### config.mk
export PLATFORM = sky130hd
export DESIGN_NAME = wavetable_voice_reader
export DESIGN_NICKNAME = d
export VERILOG_FILES = /design/src/rtl/wavetable_voice_reader.sv
export SDC_FILE = /design/constraint.sdc
export NUM_CORES = 1
export LEC_CHECK = 0
export ABC_CLOCK_PERIOD_IN_PS = 11000
export BUFFER_PORTS_ARGS = -buffer_cell sky130_fd_sc_hd__buf_2
export CAP_MARGIN = 10
export CELL_PAD_IN_SITES_DETAIL_PLACEMENT = 1
export CELL_PAD_IN_SITES_GLOBAL_PLACEMENT = 2
export CORE_ASPECT_RATIO = 0.6
export CORE_MARGIN = 10
export CORE_UTILIZATION = 39
export CTS_BUF_LIST = sky130_fd_sc_hd__clkbuf_4
export CTS_CLUSTER_SIZE = 8
export DETAILED_ROUTE_END_ITERATION = 10
export MAX_ROUTING_LAYER = met4
export PLACE_DENSITY_LB_ADDON = 0.1
export SLEW_MARGIN = 0
export SYNTH_ARGS = -nofsm -noshare
export SYNTH_HDL_FRONTEND = slang
export SYNTH_SLANG_ARGS = --single-unit
### constraint.sdc
create_clock -name clk_clk -period 11 [get_ports clk_clk]
set_clock_uncertainty 0.2 [all_clocks]
set_input_delay 1.1 -clock clk_clk [delete_from_list [all_inputs] [get_ports clk_clk]]
set_output_delay 1.1 -clock clk_clk [all_outputs]
set_load 0.01 [all_outputs]
### src/rtl/wavetable_voice_reader.sv
// Wavetable oscillator: per tick, reads two adjacent table entries, linearly interpolates, and offers one sample.
// sample_valid rises in the fifth cycle after the tick cycle. Ticks arriving while busy are dropped and flagged by overrun.
module wavetable_voice_reader #(
  parameter int ADDR_W  = 8,
  parameter int DATA_W  = 16,
  parameter int PHASE_W = 24
) (
  input  logic               clk_clk,
  input  logic               reset_reset_n,
  input  logic               enable,
  input  logic               phase_clr,
  input  logic [PHASE_W-1:0] phase_inc,
  input  logic               sample_tick,
  output logic [ADDR_W-1:0]  mem_address,
  output logic               mem_chipselect,
  output logic               mem_clken,
  output logic               mem_write,
  output logic [DATA_W-1:0]  mem_writedata,
  output logic [1:0]         mem_byteenable,
  input  logic [DATA_W-1:0]  mem_readdata,
  output logic [DATA_W-1:0]  sample_data,
  output logic               sample_valid,
  input  logic               sample_ready,
  output logic               overrun
);

  localparam int PW = DATA_W + 9;

  typedef enum logic [2:0] {
    IDLE  = 3'd0,
    RD0   = 3'd1,
    RD1   = 3'd2,
    CAP   = 3'd3,
    CALC  = 3'd4,
    VALID = 3'd5
  } state_t;

  state_t state, state_nxt;

  logic [PHASE_W-1:0]       phase;
  logic [ADDR_W-1:0]        idx;
  logic [7:0]               frac;
  logic signed [DATA_W-1:0] s0, s1;
  logic                     tick_acc;

  logic signed [DATA_W:0]   diff;
  logic signed [PW-1:0]     diff_w, frac_w, prod;
  logic [DATA_W-1:0]        interp;

  assign tick_acc = sample_tick && enable && (state == IDLE);

  // Product of a 17-bit difference and an unsigned 8-bit fraction always fits in PW bits.
  assign diff   = $signed({s1[DATA_W-1], s1}) - $signed({s0[DATA_W-1], s0});
  assign diff_w = PW'(diff);
  assign frac_w = PW'($signed({1'b0, frac}));
  assign prod   = diff_w * frac_w;
  assign interp = DATA_W'(PW'(s0) + (prod >>> 8));

  assign mem_write      = 1'b0;
  assign mem_writedata  = '0;
  assign mem_byteenable = 2'b11;
  assign sample_valid   = (state == VALID);

  always_ff @(posedge clk_clk or negedge reset_reset_n) begin
    if (!reset_reset_n) begin
      state       <= IDLE;
      phase       <= '0;
      idx         <= '0;
      frac        <= '0;
      s0          <= '0;
      s1          <= '0;
      sample_data <= '0;
      overrun     <= 1'b0;
    end else begin
      state   <= state_nxt;
      overrun <= sample_tick && enable && (state != IDLE);
      // Clear wins over the increment; an accepted tick still latches the old phase.
      if (phase_clr)
        phase <= '0;
      else if (tick_acc)
        phase <= phase + phase_inc;
      if (tick_acc) begin
        idx  <= phase[PHASE_W-1 -: ADDR_W];
        frac <= phase[PHASE_W-ADDR_W-1 -: 8];
      end
      if (state == RD1)
        s0 <= $signed(mem_readdata);
      if (state == CAP)
        s1 <= $signed(mem_readdata);
      if (state == CALC)
        sample_data <= interp;
    end
  end

  always_comb begin
    state_nxt      = state;
    mem_address    = '0;
    mem_chipselect = 1'b0;
    mem_clken      = 1'b0;
    case (state)
      IDLE: begin
        if (tick_acc)
          state_nxt = RD0;
      end
      RD0: begin
        mem_address    = idx;
        mem_chipselect = 1'b1;
        mem_clken      = 1'b1;
        state_nxt      = RD1;
      end
      RD1: begin
        mem_address    = idx + ADDR_W'(1);
        mem_chipselect = 1'b1;
        mem_clken      = 1'b1;
        state_nxt      = CAP;
      end
      CAP:   state_nxt = CALC;
      CALC:  state_nxt = VALID;
      VALID: begin
        if (sample_ready)
          state_nxt = IDLE;
      end
      default: state_nxt = IDLE;
    endcase
  end

endmodule
==> results.toml <==
[outcome]
run_status = "finished clean"

[flow_run]
maxCapViolations = 0

[timing]
hold-worst-slack_ns = 0.299
fin_crit_ns = 9.60
post-route-worst-setup-slack_ns = 1.40
worst_slew_pin_slew_ns = 1.12
tns_ns = 0
hold_violations = 0
max_freq_mhz = 104
grt_setup_unrepaired = "no"
timing.final.crit_share_pct = 87.3
timing.final.setup_violations = 0
slew_violations = 0
timing.max_slew.rel_slack_pct = 25.3

[synthesis]
yosysWarnings = 0
synth-edff-count = 0
synth.top_cells.by_area = "dfrtp_1 (22%), fa_1 (20%), ha_1 (12%)"
portion_of_the_post_synthesis_area_used_by_sequential_elements_pct = 21.9
postSynthAreaPerCell_um2 = 8.58
ys_async_sr_fraction_pct = 100
dominantRegCellSynth = "dfrtp_1"
synthesis.instances = 1228
yosys.area.top_type_share_pct = 21.9
netlist.top_cell.by_area = "dfrtp_1"
yosys_register_bits = 92
synth_cell_area_um2 = 10500
synth_cell_type_count = 61

[floorplanning]
start_util_pct = 39.7
die_w_um = 232
die_area_um2 = 34200
core.rowCount = 46
fp.dieH_um = 147
std_cell_core_area_um2 = 26500
top_level_ports = 93

[cts]
cts-resized-gates = 0
cts.sinks = 92
cts_root_buffer = "clkbuf_4"
clock_latency_ns = 0.49
number_of_cts_inserted_buffers = 9
clk_path_buf_depth = 2
cts_post_setup_buffers_inserted = 0
cts.reportedPaths.clkPinSlew_ns = 0.15
ctsHoldBuffers = 0
htreeDepth = 3
cts_tree = "built"

[routing]
drt_pre_antenna_iters = 4
route.vias.total = 8195
ant_nets = 0
post-route-drc-count = 0
post_dr_wirelength_cell_um = 17.6
wirelength_um = 29000
drt-initial-drc-count = 411
via_density_per_instance = 4.97

[power]
p_leak_nw = 5.91
pd_cells_nw_per_um2 = 311
finalPower_mw = 3.53
vdd.ir_drop.worst_v = 0.000131

[placement]
place.gp.congestion = 0.821
port_buffers = 73
detailedPlacementHpwl_um = 23700
detailedPlace.worstSlack_ns = 1.56

[layout]
layout.cells.most_common = "nand2_1"
layout.filler_cells = 3183
layout-drive-gt1-share_pct = 9.85
multi_input_combinational_cell_area_um2 = 7350
area_growth_syn_to_fin_pct = 7.75
ff_latch_area_um2 = 2300
most-common-layout-cells = "nand2_1 (210), inv_1 (176), fa_1 (105), ha_1 (99), dfrtp_1 (92)"
num_antenna_cells = 0
layout.nets = 1534

[critical_path]
critPathArrivalTime_ns = 9.76
worstSetupStartpointType = "register"
cp_data_required_time_ns = 11.16
critPathMaxFanout = 8
timing.critical_path.to_type = "register"
critPathSlowestCell = "o31ai_1"
timing.setup.critical_path_class = "register to register"
critical_path.max_stage_delay_ns = 0.56

[global_route]
groute.usage.overall_pct = 18.2
grt-ovfl-total = 0
grt_start_max_net_pins = 65
via_count_of_the_first_global_routing_pass = 8760
grt_antenna_before_repair = 0
wire_length_of_the_first_global_routing_pass_um = 48700

[hold_path]
hold_crit_path_type = "register to register"
## logic make-up after synthesis
kind of cell               share of synthesized area [%]
buffers and inverters                               9.02
muxes                                               2.03
and+or+nand+nor                                     17.8
xor gates and xnor gates                            5.04
DFF                                                 21.9
AOI/OAI and AO/OA                                   12.5
adders and majority gates                           31.7
other                                             0.0713
## routing by layer
metal | global-route usage [%] | routed length, um
met3 | 2.67 | 739
met4 | 2.25 | 124
met1 | 27.5 | 16000
met5 | - | 0
met2 | 25.4 | 12200
## registers in the layout, indices dropped and copies added (netlist names)
register	flops
state	3
s0	16
idx	8
s1	16
overrun	1
phase	24
sample_data	16
frac	8
## path summary, 6_finish.rpt
path                                   end  cells past startpoint  slack (ns)           from
min reg2reg                        frac[1]                      2        0.30        frac[1]
max in group asynchronous          overrun                      2        9.06  reset_reset_n
max reg2reg                sample_data[15]                     35        1.40          s0[1]
max                        sample_data[15]                     35        1.40          s0[1]
min                                frac[1]                      2        0.30        frac[1]
min in group asynchronous         phase[2]                      1        0.31  reset_reset_n
## cell type report
type / instances / share of cell area [%]
clock inverter: 5 / 0.463
tap: 360 / 3.97
multi-input combinational: 920 / 64.7
sequential: 92 / 20.3
timing repair buffer: 85 / 4.03
clock buffer: 11 / 0.727
inverter: 176 / 5.82
## critical path, delay by kind of cell, from the launching register on
family                     cells  cell delay [ns]
xor gates and xnor gates       3             0.61
and+or+nand+nor                6             1.44
AOI/OAI and AO/OA             15             3.51
buffers and inverters          4             0.23
adders and majority gates      7             2.97
DFF                            1             0.47
## Yosys cell counts, drive strengths merged (8+ instances only)
master / number
mux2: 19
buf: 22
nand2: 210
xor2: 18
nor2b: 12
nor2: 51
o21ai: 68
ha: 99
xnor2: 40
dfrtp: 92
o21a: 18
and3: 8
nand2b: 16
fa: 105
inv: 176
clkbuf: 35
a21oi: 56
and2: 42
nor3: 13
nand3: 24
a21o: 20
## stage by stage
| step | area, um2 | utilization [%] | cells |
|---|---|---|---|
| detailed placement | 11200 | 42.3 | 1633 |
| global route | 11400 | 42.8 | 1649 |
| CTS | 11400 | 42.8 | 1649 |
| floorplan | 10600 | - | 1245 |
| global placement | 11200 | 42.3 | 1633 |
| finish | 11400 | 42.8 | 1649 |
## power breakdown
part	leakage, nW	internal [mW]	switching [mW]
Clock	0.0766	0.0734	0.124
Combinational	4.65	1.07	1.70
Sequential	1.19	0.458	0.111
Total	5.91	1.60	1.94
No activity file was read; power rests on OpenSTA's default activity.
